--- src/rtl/boot_pkg.sv ---
// rtl/boot_pkg.sv - shared state type, word geometry and default widths for the boot sequencer
package boot_pkg;

  typedef enum logic [1:0] {
    IDLE   = 2'd0,
    LOAD   = 2'd1,
    RUN    = 2'd2,
    HALTED = 2'd3
  } boot_state_t;

  localparam int BYTES_PER_WORD     = 4;
  localparam int DEFAULT_ADDR_WIDTH = 8;
  localparam int DEFAULT_CNT_WIDTH  = 32;

endpackage

--- src/rtl/boot_sequencer_byte_packer.sv ---
// rtl/boot_sequencer_byte_packer.sv - assembles little-endian bytes into 32-bit words
// word_valid is combinational with the 4th byte so the sequencer can register the write.
module byte_packer
  import boot_pkg::*;
(
  input  logic        clk,
  input  logic        rst,
  input  logic        clear,
  input  logic        byte_valid,
  input  logic [7:0]  byte_data,
  output logic        word_valid,
  output logic [31:0] word
);

  logic [1:0]  idx;
  logic [23:0] low;

  always_ff @(posedge clk or posedge rst) begin
    if (rst) begin
      idx <= 2'd0;
      low <= 24'd0;
    end else if (clear) begin
      idx <= 2'd0;
    end else if (byte_valid) begin
      // shift right so byte 0 ends up in the least significant lane
      low <= {byte_data, low[23:8]};
      idx <= idx + 2'd1;
    end
  end

  assign word_valid = byte_valid && (idx == 2'(BYTES_PER_WORD - 1));
  assign word       = {byte_data, low};

endmodule

--- src/rtl/boot_sequencer.sv ---
// rtl/boot_sequencer.sv - loads a program into imem while holding the core in reset, then runs it to halt
// Optional trailing checksum byte on the program stream: BOOT_SEQ_CHECKSUM_EN.
module boot_sequencer
  import boot_pkg::*;
#(
  parameter int ADDR_WIDTH = DEFAULT_ADDR_WIDTH,
  parameter int CNT_WIDTH  = DEFAULT_CNT_WIDTH
) (
  input  logic                  clk,
  input  logic                  rst,
  input  logic                  start,
  input  logic [ADDR_WIDTH:0]   len_words,
  input  logic                  rx_valid,
  input  logic [7:0]            rx_data,
  output logic                  rx_ready,
  input  logic                  halt,
  output logic                  imem_we,
  output logic [ADDR_WIDTH-1:0] imem_addr,
  output logic [31:0]           imem_wdata,
  output logic                  core_rst,
  output logic                  core_en,
  output logic                  busy,
  output logic                  done,
  output logic                  err,
  output logic [CNT_WIDTH-1:0]  cycle_count
);

  localparam logic [ADDR_WIDTH:0] CAPACITY = {1'b1, {ADDR_WIDTH{1'b0}}};

  boot_state_t           state, state_n;
  logic [ADDR_WIDTH:0]   widx, widx_n;
  logic [ADDR_WIDTH:0]   len_q, len_n;
  logic [ADDR_WIDTH:0]   len_last;
  logic                  rx_ready_n, imem_we_n, core_rst_n, core_en_n;
  logic                  busy_n, done_n, err_n;
  logic [ADDR_WIDTH-1:0] imem_addr_n;
  logic [31:0]           imem_wdata_n;
  logic [CNT_WIDTH-1:0]  cnt_n;
  logic                  accept, pk_valid, pk_clear, len_bad;
  logic                  word_valid;
  logic [31:0]           word;

  assign accept   = rx_valid && rx_ready;
  assign len_last = len_q - (ADDR_WIDTH+1)'(1);
  assign len_bad  = (len_words == '0) || (len_words > CAPACITY);

`ifdef BOOT_SEQ_CHECKSUM_EN
  logic [7:0] sum, sum_n;
  // once every word is in, the next accepted byte is the checksum, not program data
  assign pk_valid = accept && (widx != len_q);
`else
  assign pk_valid = accept;
`endif

  byte_packer u_packer (
    .clk        (clk),
    .rst        (rst),
    .clear      (pk_clear),
    .byte_valid (pk_valid),
    .byte_data  (rx_data),
    .word_valid (word_valid),
    .word       (word)
  );

  always_ff @(posedge clk or posedge rst) begin
    if (rst) begin
      state       <= IDLE;
      widx        <= '0;
      len_q       <= '0;
      rx_ready    <= 1'b0;
      imem_we     <= 1'b0;
      imem_addr   <= '0;
      imem_wdata  <= '0;
      core_rst    <= 1'b1;
      core_en     <= 1'b0;
      busy        <= 1'b0;
      done        <= 1'b0;
      err         <= 1'b0;
      cycle_count <= '0;
`ifdef BOOT_SEQ_CHECKSUM_EN
      sum         <= 8'd0;
`endif
    end else begin
      state       <= state_n;
      widx        <= widx_n;
      len_q       <= len_n;
      rx_ready    <= rx_ready_n;
      imem_we     <= imem_we_n;
      imem_addr   <= imem_addr_n;
      imem_wdata  <= imem_wdata_n;
      core_rst    <= core_rst_n;
      core_en     <= core_en_n;
      busy        <= busy_n;
      done        <= done_n;
      err         <= err_n;
      cycle_count <= cnt_n;
`ifdef BOOT_SEQ_CHECKSUM_EN
      sum         <= sum_n;
`endif
    end
  end

  always_comb begin
    state_n      = state;
    widx_n       = widx;
    len_n        = len_q;
    rx_ready_n   = rx_ready;
    imem_we_n    = 1'b0;
    imem_addr_n  = imem_addr;
    imem_wdata_n = imem_wdata;
    core_rst_n   = core_rst;
    core_en_n    = core_en;
    busy_n       = busy;
    done_n       = done;
    err_n        = err;
    cnt_n        = cycle_count;
    pk_clear     = 1'b0;
`ifdef BOOT_SEQ_CHECKSUM_EN
    sum_n        = sum;
`endif
    case (state)
      IDLE, HALTED: begin
        if (start) begin
          if (len_bad) begin
            err_n = 1'b1;
          end else begin
            state_n    = LOAD;
            len_n      = len_words;
            widx_n     = '0;
            cnt_n      = '0;
            pk_clear   = 1'b1;
            rx_ready_n = 1'b1;
            core_rst_n = 1'b1;
            core_en_n  = 1'b0;
            busy_n     = 1'b1;
            done_n     = 1'b0;
            err_n      = 1'b0;
`ifdef BOOT_SEQ_CHECKSUM_EN
            sum_n      = 8'd0;
`endif
          end
        end
      end
      LOAD: begin
`ifdef BOOT_SEQ_CHECKSUM_EN
        if (accept && (widx == len_q)) begin
          rx_ready_n = 1'b0;
          if (rx_data == sum) begin
            state_n    = RUN;
            core_rst_n = 1'b0;
            core_en_n  = 1'b1;
          end else begin
            state_n = IDLE;
            err_n   = 1'b1;
            busy_n  = 1'b0;
          end
        end else if (accept) begin
          sum_n = sum + rx_data;
        end
`else
        // release the core one cycle after the final word's write strobe
        if (imem_we && ({1'b0, imem_addr} == len_last)) begin
          state_n    = RUN;
          core_rst_n = 1'b0;
          core_en_n  = 1'b1;
        end
`endif
        if (word_valid) begin
          imem_we_n    = 1'b1;
          imem_addr_n  = widx[ADDR_WIDTH-1:0];
          imem_wdata_n = word;
          widx_n       = widx + (ADDR_WIDTH+1)'(1);
`ifndef BOOT_SEQ_CHECKSUM_EN
          if (widx == len_last) rx_ready_n = 1'b0;
`endif
        end
      end
      RUN: begin
        if (cycle_count == '1) err_n = 1'b1;
        else                   cnt_n = cycle_count + 1'b1;
        if (halt) begin
          state_n   = HALTED;
          core_en_n = 1'b0;
          busy_n    = 1'b0;
          done_n    = 1'b1;
        end
      end
      default: state_n = IDLE;
    endcase
  end

endmodule

--- config.mk ---
export PLATFORM = sky130hd
export DESIGN_NAME = boot_sequencer
export DESIGN_NICKNAME = d
export VERILOG_FILES = /design/src/rtl/boot_pkg.sv /design/src/rtl/boot_sequencer_byte_packer.sv /design/src/rtl/boot_sequencer.sv
export SDC_FILE = /design/constraint.sdc
export NUM_CORES = 1
export LEC_CHECK = 0
export CAP_MARGIN = 20
export CELL_PAD_IN_SITES_DETAIL_PLACEMENT = 1
export CELL_PAD_IN_SITES_GLOBAL_PLACEMENT = 2
export CORE_MARGIN = 2
export CORE_UTILIZATION = 34
export CTS_CLUSTER_DIAMETER = 80
export DETAILED_ROUTE_END_ITERATION = 7
export PLACE_DENSITY_LB_ADDON = 0.1
export SYNTH_ARGS = -nofsm -noshare
export SYNTH_HDL_FRONTEND = slang
export SYNTH_SLANG_ARGS = --single-unit
--- constraint.sdc ---
create_clock -name clk -period 4.7 [get_ports clk]
set_input_delay 0.94 -clock clk [delete_from_list [all_inputs] [get_ports clk]]
set_output_delay 0.94 -clock clk [all_outputs]
set_load 0.05 [all_outputs]
After elaboration in Yosys (flattened, before gate mapping)
Index checks and enable logic that the tools add are counted.
- flip-flop bits (word level): 125
- input bits: 22
- output and inout bits: 79
- word-level logic and storage cells: 96
- add/subtract/negate cells: 4
- order comparisons: 1
- eq/ne operators: 15
- mux-type cells: 39
- bitwise operators: 2
- reduce and logical (&&, ||, !) cells: 20
- operator list (cell ; count):
    $mux W32 ; 3
    $pmux W32 S2 ; 1
    $add A32 B1 Y32 const B ; 1
    $eq A32 B32 Y1 const B ; 1
    $mux W9 ; 3
    $reduce_and A4 Y1 ; 5
    $mux W1 ; 18
    $pmux W9 S2 ; 1
    $ne A2 B2 Y1 const B ; 7
    $mux W2 ; 6
    $pmux W1 S2 ; 5
    $add A9 B1 Y9 const B ; 1
    $eq A8 B9 Y1 ; 1
    $eq A9 B9 Y1 ; 1
    $gt A9 B9 Y1 const B ; 1
    $logic_not A9 Y1 ; 1
    $sub A9 B1 Y9 const B ; 1
    $eq A2 B2 Y1 const B ; 3
    $pmux W2 S3 ; 1
    $reduce_and A3 Y1 ; 2
    $reduce_bool A2 Y1 ; 3
    $reduce_and A5 Y1 ; 1
    $reduce_and A2 Y1 ; 2
    $logic_and A1 B1 Y1 ; 3
    other kinds (8) ; 9

Depth between registers and ports, before layout
Gate-level depths: netlist (run 1).
- depth after elaboration: 7
- mapped depth: 11
- depth with buffers taken out: 8

Modules after synthesis
Synthesis (run 1) repeated with hierarchy kept, for this count alone.
- cells, all modules: 546
- area, all modules: 6139.6 um2
- by module, submodules not included (module ; times used ; cells each ; area each (um2) ; seq. area each (um2)):
    boot_sequencer ; 1 ; 477 ; 4968.5 ; 2478.6
    byte_packer ; 1 ; 69 ; 1171.1 ; 650.6

Least setup slack after synthesis (run 1)
No wires, ideal clock.
- path type: in2reg
- start: input len_words[5]
- end: register u_packer.low[16]
- setup time: 125 ps
- arrival: 2609 ps
- data required time: 4575 ps
- setup slack: 1966 ps
- stages on the path: 6
- path buffers: 1
- cell sequence: or4_4 o2111ai_4 nand2_2 nor2_4 buf_4 mux2_2
- word-level cells in the longest chain between the ends: 7
- elaborated cells between the ends (all ways): 8
- those cells by class: order compare (1); mux (3); bitwise (1); reduce/logical (3)
- RTL lines (element ; line ; text):
    start, declared ; boot_sequencer.sv:12 ; input logic [ADDR_WIDTH:0] len_words,
    $gt A9 B9 Y1 / $logic_not A9 Y1 (equally long branches) ; boot_sequencer.sv:45 ; assign len_bad = (len_words == '0) || (len_words > CAPACITY);
    $logic_or A1 B1 Y1 (*) ; boot_sequencer.sv:45 ;
    $mux W1 (*) ; boot_sequencer.sv:124 ; if (len_bad) begin
    $mux W1 (*) ; boot_sequencer.sv:123 ; if (start) begin
    $mux W1 (*) ; boot_sequencer.sv:121 ; case (state)
    $not A1 Y1 (no line) (*) ; n/a ;
    $reduce_and A2 Y1 (no line) (*) ; n/a ;
    end signal, assigned ; boot_sequencer_byte_packer.sv:26 ; low <= {byte_data, low[23:8]};
    end, declared ; boot_sequencer_byte_packer.sv:16 ; logic [23:0] low;
Every way passes the cells marked *; elsewhere a longest branch is shown, timed or not.
A chain may end at the register's enable or synchronous reset.

Final worst setup path (run 1)
- start: input len_words[5]
- end: register cycle_count[6]
- word-level cells in the longest chain between the ends: 4
- elaborated cells between the ends (all ways): 5
- those cells by class: order compare (1); eq/ne (1); reduce/logical (3)
- RTL lines (element ; line ; text):
    $gt A9 B9 Y1 / $logic_not A9 Y1 (equally long branches) ; boot_sequencer.sv:45 ;
    $logic_or A1 B1 Y1 (*) ; boot_sequencer.sv:45 ;
    $ne A2 B2 Y1 (no line) (*) ; n/a ;
    $reduce_and A4 Y1 (no line) (*) ; n/a ;
    end signal, assigned ; boot_sequencer.sv:96 ; cycle_count <= cnt_n;
    end, declared ; boot_sequencer.sv:25 ; output logic [CNT_WIDTH-1:0] cycle_count
Marks and branches as above.

==> metrics.yaml, run 1 <==
max_freq_mhz: 295
netlist_instances: 624
clock_path_buffers: 2
power_density_nw_per_um2: 641
postRouteAntennaNets: 0
design.die.area_sq_um: 19200
ios: 101
utilization: 0.447
ys_async_sr_fraction: 1.00
cp_data_arrival_time_ns: 3.70
core-area_sq_um: 17800
dpl_cell_area_sq_um: 7380
worst_hold_path_type: "reg -> reg"
period_share: 0.722
grt_overflow: 0
cts-resized-gates: 0
rsz0062_at_grt: "false"
drt-pass1-iter-count: 4
ir_worst_vdd_uv: 318
viasPerCell: 5.16
min_period_ns: 3.39
antenna_found_initial: 0
layout-drive-gt1-share: 0.126
start_kind: "primary input"
rows: 49
ys_seq_area_frac: 0.508
final_cell_area_sq_um: 7970
finClkSkew_ns: 0.00715
port_buffers: 100
die_y_um: 139
setup_viol: 0
drv_cap: 0
crit_type: "in -> reg"
diodes: 0
clock_sinks: 125
postCtsHoldBufs: 0
globalplace.congestion: 0.837
power.total_mw: 5.11
finalHoldViolCount: 0
slew_violations: 0
crit_fanout: 16
ys_types: 63
grt_pass1_wl_mm: 29.0
synth_top_flop_cell: "dfrtp_1"
grt_pass1_vias: 5425
cp-end-kind: "flip-flop"
syn_area_sq_um: 6160
worst_slew_pin_slew_ns: 0.963
cts_root_buf: "clkbuf_16"
rr_worst_depth: 7
fin_tns_setup_ns: 0
cts.clk_slew.worst_paths_ns: 0.07
cp.required_ns: 5.01
postRouteWirelength_mm: 17.0
dp_hpwl_mm: 11.9
cts_buffers: 17
post_cts_buffers: 0
pre_cts_ws_ns: 0.839
syn_nets: 653
nets: 752
ys_ff_latch: 125
drc_errors: 0
whs_path_depth: 2
clkLatencyLatePin_ns: 0.43
setup_ws_ns: 1.31
yosys_warnings: 0
wl_per_cell_um: 17.6
drtIter0Drc: 193
cts_tree: "built"
area_growth_pct: 29.4
postSynthAreaPerCell_sq_um: 9.87
grtUsageTotal: 0.189
vias: 4981
synth_edf_count: 0
ctsHtreeMaxLevel: 4
start_util: 0.345
slew_headroom: 0.357
dieWidth_um: 139
grt_max_degree: 66
power_leakage_nw: 3.41
status: "finished clean"
where the power goes:
group	internal, mW	switching [mW]	leakage [nW]
Sequential	1.40	0.317	1.62
Clock	0.759	0.567	0.295
Combinational	0.764	1.30	1.49
Total	2.92	2.19	3.41
flip-flops by register name, indices dropped and copies added, names as in the netlist:
register      count
imem_wdata       32
rx_ready          1
core_rst          1
len_q             9
widx              9
busy              1
core_en           1
imem_addr         8
u_packer.idx      2
done              1
u_packer.low     24
state             2
err               1
cycle_count      32
imem_we           1
routing by layer:
metal,vias to the layer above,share of wire,track usage
li1,2356,-,-
met1,2532,0.46,0.246
met4,0,0.014,0.0602
met5,-,0,0
met3,18,0.038,0.0483
met2,75,0.48,0.309
kinds of logic after synthesis:
| group | count (synthesis) | synth area share |
|---|---|---|
| AO/OA/AOI/OAI | 59 | 0.0669 |
| flip-flops | 125 | 0.508 |
| AND/OR/NAND/NOR | 311 | 0.251 |
| XOR/XNOR | 44 | 0.0626 |
| adder cells (fa/ha/maj) | 7 | 0.0142 |
| multiplexers | 37 | 0.0662 |
| buffers and inverters | 41 | 0.0305 |
synthesized netlist by cell type, types with 3 or more instances:
library cell,instances,area (sq um)
and3_1,3,18.8
xnor2_1,38,333
dfrtp_1,124,3100
a21oi_1,13,65.1
inv_1,15,56.3
nand2_1,158,593
and4_1,7,61.3
o21ai_0,21,105
nor4b_1,3,26.3
mux2_2,28,315
or4_1,3,22.5
nand4_1,14,87.6
or3_1,6,37.5
buf_4,3,22.5
buf_2,6,30.0
mux2i_1,7,70.1
nor2b_1,3,18.8
nand2b_1,5,31.3
nor3_1,14,70.1
nand3_1,22,110
nor4_2,3,37.5
or2_2,6,37.5
nor2_1,33,124
ha_1,7,87.6
nor4_1,15,93.8
clkbuf_1,14,52.6
xor2_1,6,52.6
worst paths after layout:
kind                       slack (ns)                  startpoint                         end
hold / removal                   0.47   imem_wdata[5]$_DFFE_PP0P_   imem_wdata[5]$_DFFE_PP0P_
min in group asynchronous        1.02                         rst  imem_wdata[20]$_DFFE_PP0P_
setup reg to reg                 1.58  cycle_count[0]$_DFFE_PP0P_  cycle_count[6]$_DFFE_PP0P_
max in group asynchronous        2.84                         rst  imem_wdata[16]$_DFFE_PP0P_
setup / recovery                 1.31                len_words[5]  cycle_count[6]$_DFFE_PP0P_
hold reg to reg                  0.47   imem_wdata[5]$_DFFE_PP0P_   imem_wdata[5]$_DFFE_PP0P_
critical path, cell delays in order:
cell and delay [ns]:
clkdlybuf4s50_1 0.47, or4_4 0.60, o2111ai_4 0.27, o211a_1 0.54, or2_1 0.50, nor4_1 0.10
a221o_1 0.27
placed cells by master, fill, tap and decap left out, drive strengths merged, types with 13 or more instances in the layout:
cell and instances:
clkdlybuf4s50 100, nand4 14, nor4 20, o21ai 22
dfrtp 124, xnor2 38, nor3 14, inv 26
a21oi 13, mux2 30, clkbuf 17, nand3 23
nand2 159, nor2 34
area by class of cell:
type	instances	area, sq um
fillers	1972	9870
clock buffers	17	425
repair buffers	106	1060
multi-input cells	458	2840
inverters	15	58.8
flip-flops and latches	125	3130
well taps	229	287
clock inverters	15	168
per-stage QoR:
| stage | cells | hold WS (ns) |
|---|---|---|
| 2_1_floorplan | 624 | 0.435 |
| 3_3_place_gp | 933 | 0.458 |
| 3_5_place_dp | 933 | 0.460 |
| 4_1_cts | 965 | 0.474 |
| 5_1_grt | 965 | 0.496 |
| 6_report | 965 | 0.471 |
(Power assumes the default switching activity.)
==> inputs of run 2 (changes only) <==
--- a/config.mk
+++ b/config.mk
@@ -9,7 +9,7 @@
 export CELL_PAD_IN_SITES_DETAIL_PLACEMENT = 1
 export CELL_PAD_IN_SITES_GLOBAL_PLACEMENT = 2
 export CORE_MARGIN = 2
-export CORE_UTILIZATION = 34
+export CORE_UTILIZATION = 30
 export CTS_CLUSTER_DIAMETER = 80
 export DETAILED_ROUTE_END_ITERATION = 7
 export PLACE_DENSITY_LB_ADDON = 0.1
==> constraint.sdc (replaced) <==
create_clock -name clk -period 2.9 [get_ports clk]
set_input_delay 0.58 -clock clk [delete_from_list [all_inputs] [get_ports clk]]
set_output_delay 0.58 -clock clk [all_outputs]
set_load 0.05 [all_outputs]
==> run 2 against run 1 <==
Compared with the run above: sequential share of layout area fell by 1.7 points; count of clock-buffer cells in the layout did not move; register-to-register slack got worse by 1.3 ns; critical endpoint is now core_rst$_DFFE_PP1P_; sequential power rose by 62%; routed wire length rose by 4.3%; core utilization fell by 3.4 points; critical path depth rose by 1; power rose by 68%.
==> metrics.yaml, run 2 (synthesis results as in run 1) <==
slew_headroom: 0.454  # +0.0970
cp_data_arrival_time_ns: 3.00  # -0.70 ns
finClkSkew_ns: 0.0128  # +0.00566 ns
power_density_nw_per_um2: 1030  # +60%
crit_chain: "inv_1, ha_1, xor2_1, nand3_1, a2111oi_2, o2111ai_1, or3_1, o21ba_2"
period_share: 0.914
post_cts_buffers: 0  # unchanged
power.total_mw: 8.56  # +68%
status: "finished clean"
clkLatencyLatePin_ns: 0.42  # about the same
internal-power_mw: 4.91  # +68%
cpPeakStageDelay_ns: 0.47  # -0.13 ns
cts.clk_slew.worst_paths_ns: 0.07  # about the same
rows: 52  # +6.1%
ios: 101  # unchanged
globalplace.congestion: 0.770  # -8.0%
core-area_sq_um: 20200  # +13%
area_growth_pct: 35.4
design.die.area_sq_um: 21700  # +13%
ff_latch_area_sq_um: 3130  # unchanged
cp.required_ns: 3.25  # -1.76 ns
drc_errors: 0  # unchanged
layout_common_cells: "nand2_1, dfrtp_1, clkdlybuf4s50_1"
power_leakage_nw: 3.58  # +5.0%
n_fill_cell: 2339  # +19%
nets: 785  # +4.4%
crit_type: "reg -> reg"
pwr-share-comb: 0.424  # +0.019
cp-end-kind: "flip-flop"
cts_buffers: 17  # unchanged
layout-drive-gt1-share: 0.164  # +0.0375
swShare: 0.427  # -0.00102
p_switching_mw: 3.66  # +67%
port_buffers: 100  # unchanged
max_freq_mhz: 377
cts-resized-gates: 0  # unchanged
pwr-share-clk: 0.253  # -0.007
slew_violations: 0  # unchanged
viasPerCell: 4.90  # -5.1%
ir_worst_vdd_uv: 533  # +67%
setup_viol: 0  # unchanged
clock_sinks: 125  # unchanged
vias: 5090  # +2.2%
dp_hpwl_mm: 12.6  # +5.4%
start_kind: "flip-flop"
worst_hold_path_type: "reg -> reg"
cts_root_buf: "clkbuf_16"
start_util: 0.305  # -0.0398
reg_top3: "cycle_count (32), imem_wdata (32), u_packer.low (24)"
drv_cap: 0  # unchanged
clock_path_buffers: 2  # unchanged
grt_pass1_wl_mm: 29.8  # +2.7%
cpMaxStageDelayCell: "a2111oi_2"
postRouteAntennaNets: 0  # unchanged
rsz0062_at_grt: "false"
crit_fanout: 6  # -10
drt-pass1-iter-count: 4  # unchanged
antenna_found_initial: 0  # unchanged
dieWidth_um: 147  # +6.3%
diodes: 0  # unchanged
grt_max_degree: 126  # +91%
multi_input_area_sq_um: 2840  # unchanged
grtUsageTotal: 0.172  # -0.0164
final_common_cell: "nand2_1"
postRouteWirelength_mm: 17.8  # +4.3%
finalHoldViolCount: 0  # unchanged
dp_cells: 1007  # +7.9%
instances_no_fill: 1039  # +7.7%
postCtsHoldBufs: 0  # unchanged
seqPwrFrac: 0.324  # -0.012
grt_overflow: 0  # unchanged
min_period_ns: 2.65
utilization: 0.413  # -0.0335
grt_pass1_vias: 5575  # +2.8%
worst_slew_pin_slew_ns: 0.818  # -0.144 ns
drtIter0Drc: 207  # +7.3%
die_y_um: 147  # +6.3%
ctsHtreeMaxLevel: 4  # unchanged
wl_per_cell_um: 17.1  # -3.2%
cts_tree: "built"
==> run 2: cell types whose count changed in the layout (fill, tap and decap cells not counted) <==
cell	change
inv_6	-1
clkinvlp_4	+1
bufinv_16	-1
buf_4	+30
buf_12	+3
clkinv_8	+7
inv_4	-1
inv_8	-2
clkinv_4	-3
==> run 2: metrics by stage <==
step	hold slack (ns)	instance area, sq um	setup TNS, ns	setup WS (ns)
after floorplan	0.435	6160	0	0.312
after global placement	0.455	7710	-0.0421	-0.0238
after detailed placement	0.459	7710	-0.307	-0.0822
after CTS	0.480	8330	0	0.211
after global routing	0.509	8330	0	0.0547
final	0.469	8330	0	0.248
==> run 2: cell type report <==
class | instances | area share
Sequential cell | 125 | 0.375
Timing Repair Buffer | 139 | 0.161
Clock buffer | 17 | 0.0510
Tap cell | 270 | 0.0405
Clock inverter | 15 | 0.0233
Inverter | 15 | 0.00721
Multi-Input combinational cell | 458 | 0.341
==> run 2: worst paths after layout <==
check | from | end | slack [ns] | cells past startpoint
hold reg to reg | u_packer.low[4]$_DFFE_PP0P_ | imem_wdata[4]$_DFFE_PP0P_ | 0.47 | 2
hold / removal | u_packer.low[4]$_DFFE_PP0P_ | imem_wdata[4]$_DFFE_PP0P_ | 0.47 | 2
max in group asynchronous | rst | len_q[1]$_DFFE_PP0P_ | 1.67 | 3
setup / recovery | len_q[0]$_DFFE_PP0P_ | core_rst$_DFFE_PP1P_ | 0.25 | 8
setup reg to reg | len_q[0]$_DFFE_PP0P_ | core_rst$_DFFE_PP1P_ | 0.25 | 8
min in group asynchronous | rst | imem_wdata[29]$_DFFE_PP0P_ | 0.74 | 3
==> run 2: worst max-delay path: cells and delay by family (launching register included) <==
family | cells | cell delay (ns)
fa+ha+maj | 1 | 0.36
buf+inv | 1 | 0.10
flops | 1 | 0.45
simple gates | 2 | 0.58
compound gates | 3 | 0.93
xor+xnor | 1 | 0.16
==> run 2: power by group through the flow <==
stage               Combinational (mW)  Clock, mW  Sequential (mW)
floorplan                         1.61          0             3.51
global placement                  3.59          0             2.79
detailed placement                3.66          0             2.81
CTS                               3.68       2.24             2.78
global route                      3.95       2.31             2.86
finish                            3.63       2.16             2.77
==> run 2: metal layers <==
layer | routed length [um] | part of all wire | GRT usage
met5 | 0 | 0 | 0
met4 | 256 | 0.014 | 0.0423
met2 | 8560 | 0.48 | 0.287
met1 | 8160 | 0.46 | 0.221
met3 | 792 | 0.045 | 0.0494
==> inputs of run 3 (changes only) <==
--- a/config.mk
+++ b/config.mk
@@ -13,6 +13,7 @@
 export CTS_CLUSTER_DIAMETER = 80
 export DETAILED_ROUTE_END_ITERATION = 7
 export PLACE_DENSITY_LB_ADDON = 0.1
+export REMOVE_ABC_BUFFERS = 1
 export SYNTH_ARGS = -nofsm -noshare
 export SYNTH_HDL_FRONTEND = slang
 export SYNTH_SLANG_ARGS = --single-unit
==> constraint.sdc (replaced) <==
create_clock -name clk -period 2.9 [get_ports clk]
set_input_delay 0.29 -clock clk [delete_from_list [all_inputs] [get_ports clk]]
set_output_delay 0.29 -clock clk [all_outputs]
set_load 0.05 [all_outputs]
==> run 3 against run 2 <==
Compared with the run above: sequential share of layout area up 0.83 points; worst hold slack worse by 0.19 ns; die area unchanged; non-clock buffer count down 15; register-to-register slack better by 0.03 ns.
==> metrics.yaml, run 3 (synthesis results as in run 1) <==
layout_common_cells: "nand2_1, dfrtp_1, clkdlybuf4s50_1"
pwr-share-clk: 0.250  # -0.003
cpMaxStageDelayCell: "dfrtp_1"
setup_ws_ns: 0.273  # +0.0253 ns
min_period_ns: 2.63  # -0.0253 ns
postRouteAntennaNets: 0  # unchanged
ff_latch_area_sq_um: 3130  # unchanged
rsz0062_at_grt: "false"
start_util: 0.305  # unchanged
pwr-share-comb: 0.417  # -0.007
antenna_found_initial: 0  # unchanged
slew_violations: 0  # unchanged
power_density_nw_per_um2: 1020  # -1.2%
clock_path_buffers: 2  # unchanged
reg_top3: "cycle_count (32), imem_wdata (32), u_packer.low (24)"
diodes: 0  # unchanged
dp_cells: 992  # -1.5%
drtIter0Drc: 198  # -4.3%
area_growth_pct: 32.4
n_fill_cell: 2305  # -1.5%
postCtsHoldBufs: 0  # unchanged
cp.required_ns: 3.26  # about the same
start_kind: "flip-flop"
clkLatencyLatePin_ns: 0.43  # about the same
design.die.area_sq_um: 21700  # unchanged
final_common_cell: "nand2_1"
clock_sinks: 125  # unchanged
nets: 770  # -1.9%
cp_data_arrival_time_ns: 2.98  # -0.02 ns
crit_fanout: 6  # unchanged
cts_root_buf: "clkbuf_16"
status: "finished clean"
instances_no_fill: 1024  # -1.4%
finalHoldViolCount: 0  # unchanged
globalplace.congestion: 0.767  # -0.44%
max_freq_mhz: 381  # +0.96%
wl_per_cell_um: 16.6  # -3.0%
internal-power_mw: 4.74  # -3.3%
crit_type: "reg -> reg"
drv_cap: 0  # unchanged
grt_pass1_wl_mm: 28.2  # -5.3%
viasPerCell: 4.87  # -0.57%
postRouteWirelength_mm: 17.0  # -4.4%
power_leakage_nw: 3.49  # -2.7%
drt-pass1-iter-count: 4  # unchanged
dp_hpwl_mm: 12.0  # -4.3%
cts_buffers: 17  # unchanged
period_share: 0.906  # -0.00871
grt_max_degree: 46  # -63%
die_y_um: 147  # unchanged
grtUsageTotal: 0.165  # -0.00701
cp_top_family: "compound AO/OA/AOI/OAI gates"
swShare: 0.427  # about the same
cp-end-kind: "flip-flop"
cts-resized-gates: 0  # unchanged
grt_overflow: 0  # unchanged
drc_errors: 0  # unchanged
ios: 101  # unchanged
crit_chain: "inv_1, ha_1, xor2_1, nand3_1, a2111oi_2, o2111ai_1, or3_1, o21ba_2"
seqPwrFrac: 0.333  # +0.009
cpPeakStageDelay_ns: 0.48  # about the same
ir_worst_vdd_uv: 485  # -8.9%
grt_pass1_vias: 5357  # -3.9%
cts.clk_slew.worst_paths_ns: 0.07  # about the same
multi_input_area_sq_um: 2840  # unchanged
slew_headroom: 0.585  # +0.131
finClkSkew_ns: 0.0115  # -0.00131 ns
vias: 4988  # -2.0%
cts_tree: "built"
worst_hold_path_type: "in -> async"
p_switching_mw: 3.53  # -3.4%
port_buffers: 100  # unchanged
setup_viol: 0  # unchanged
pre_cts_ws_ns: 0.120  # +0.202 ns
dieWidth_um: 147  # unchanged
worst_slew_pin_slew_ns: 0.618  # -0.201 ns
core-area_sq_um: 20200  # unchanged
ctsHtreeMaxLevel: 4  # unchanged
rows: 52  # unchanged
path_buf_inv: 1  # unchanged
layout-drive-gt1-share: 0.147  # -0.0166
post_cts_buffers: 0  # unchanged
[run 3: cell types whose count changed in the layout (fill, tap and decap cells not counted), sizes merged]
cell / delta
clkinvlp: +1
clkinv: -5
buf: -15
inv: +4
[run 3: path summary, 6_finish.rpt]
kind | start | end | slack [ns] | depth (start not counted)
hold / removal | rst | imem_wdata[28]$_DFFE_PP0P_ | 0.28 | 2
max in group asynchronous | rst | imem_wdata[1]$_DFFE_PP0P_ | 1.87 | 3
min in group clk | rx_data[1] | imem_wdata[25]$_DFFE_PP0P_ | 0.42 | 3
setup reg to reg | len_q[0]$_DFFE_PP0P_ | core_rst$_DFFE_PP1P_ | 0.27 | 8
hold reg to reg | u_packer.low[2]$_DFFE_PP0P_ | imem_wdata[2]$_DFFE_PP0P_ | 0.46 | 2
setup / recovery | len_q[0]$_DFFE_PP0P_ | core_rst$_DFFE_PP1P_ | 0.27 | 8
[run 3: layer usage]
metal | vias up | global-route usage | wire [um]
li1 | 2391 | - | -
met1 | 2504 | 0.210 | 7830
met2 | 71 | 0.271 | 8120
met3 | 22 | 0.0475 | 748
met4 | 0 | 0.0553 | 279
met5 | - | 0 | 0
[run 3: final cells by class]
cell class	instances	area share
sequential	125	0.384
multi-input combinational	458	0.349
timing repair buffer	124	0.149
clock buffer	17	0.0522
tap	270	0.0414
clock inverter	15	0.0172
inverter	15	0.00721
[run 3: power groups by stage]
stage | clock network [mW] | registers (mW) | logic [mW]
2_1_floorplan | 0 | 3.52 | 1.49
3_3_place_gp | 0 | 2.77 | 3.43
3_5_place_dp | 0 | 2.79 | 3.49
4_1_cts | 2.14 | 2.77 | 3.51
5_1_grt | 2.21 | 2.84 | 3.76
6_report | 2.07 | 2.75 | 3.45
[run 3: per-stage QoR]
stage	util	hold slack [ns]	power (mW)	cell area [sq um]	setup TNS [ns]
after floorplan	-	0.395	5.01	6030	-91.98
final	0.404	0.279	8.28	8150	0
after detailed placement	0.376	0.462	6.28	7590	0
after CTS	0.404	0.287	8.42	8150	0
after global routing	0.404	0.316	8.81	8150	0
after global placement	0.376	0.449	6.20	7590	0
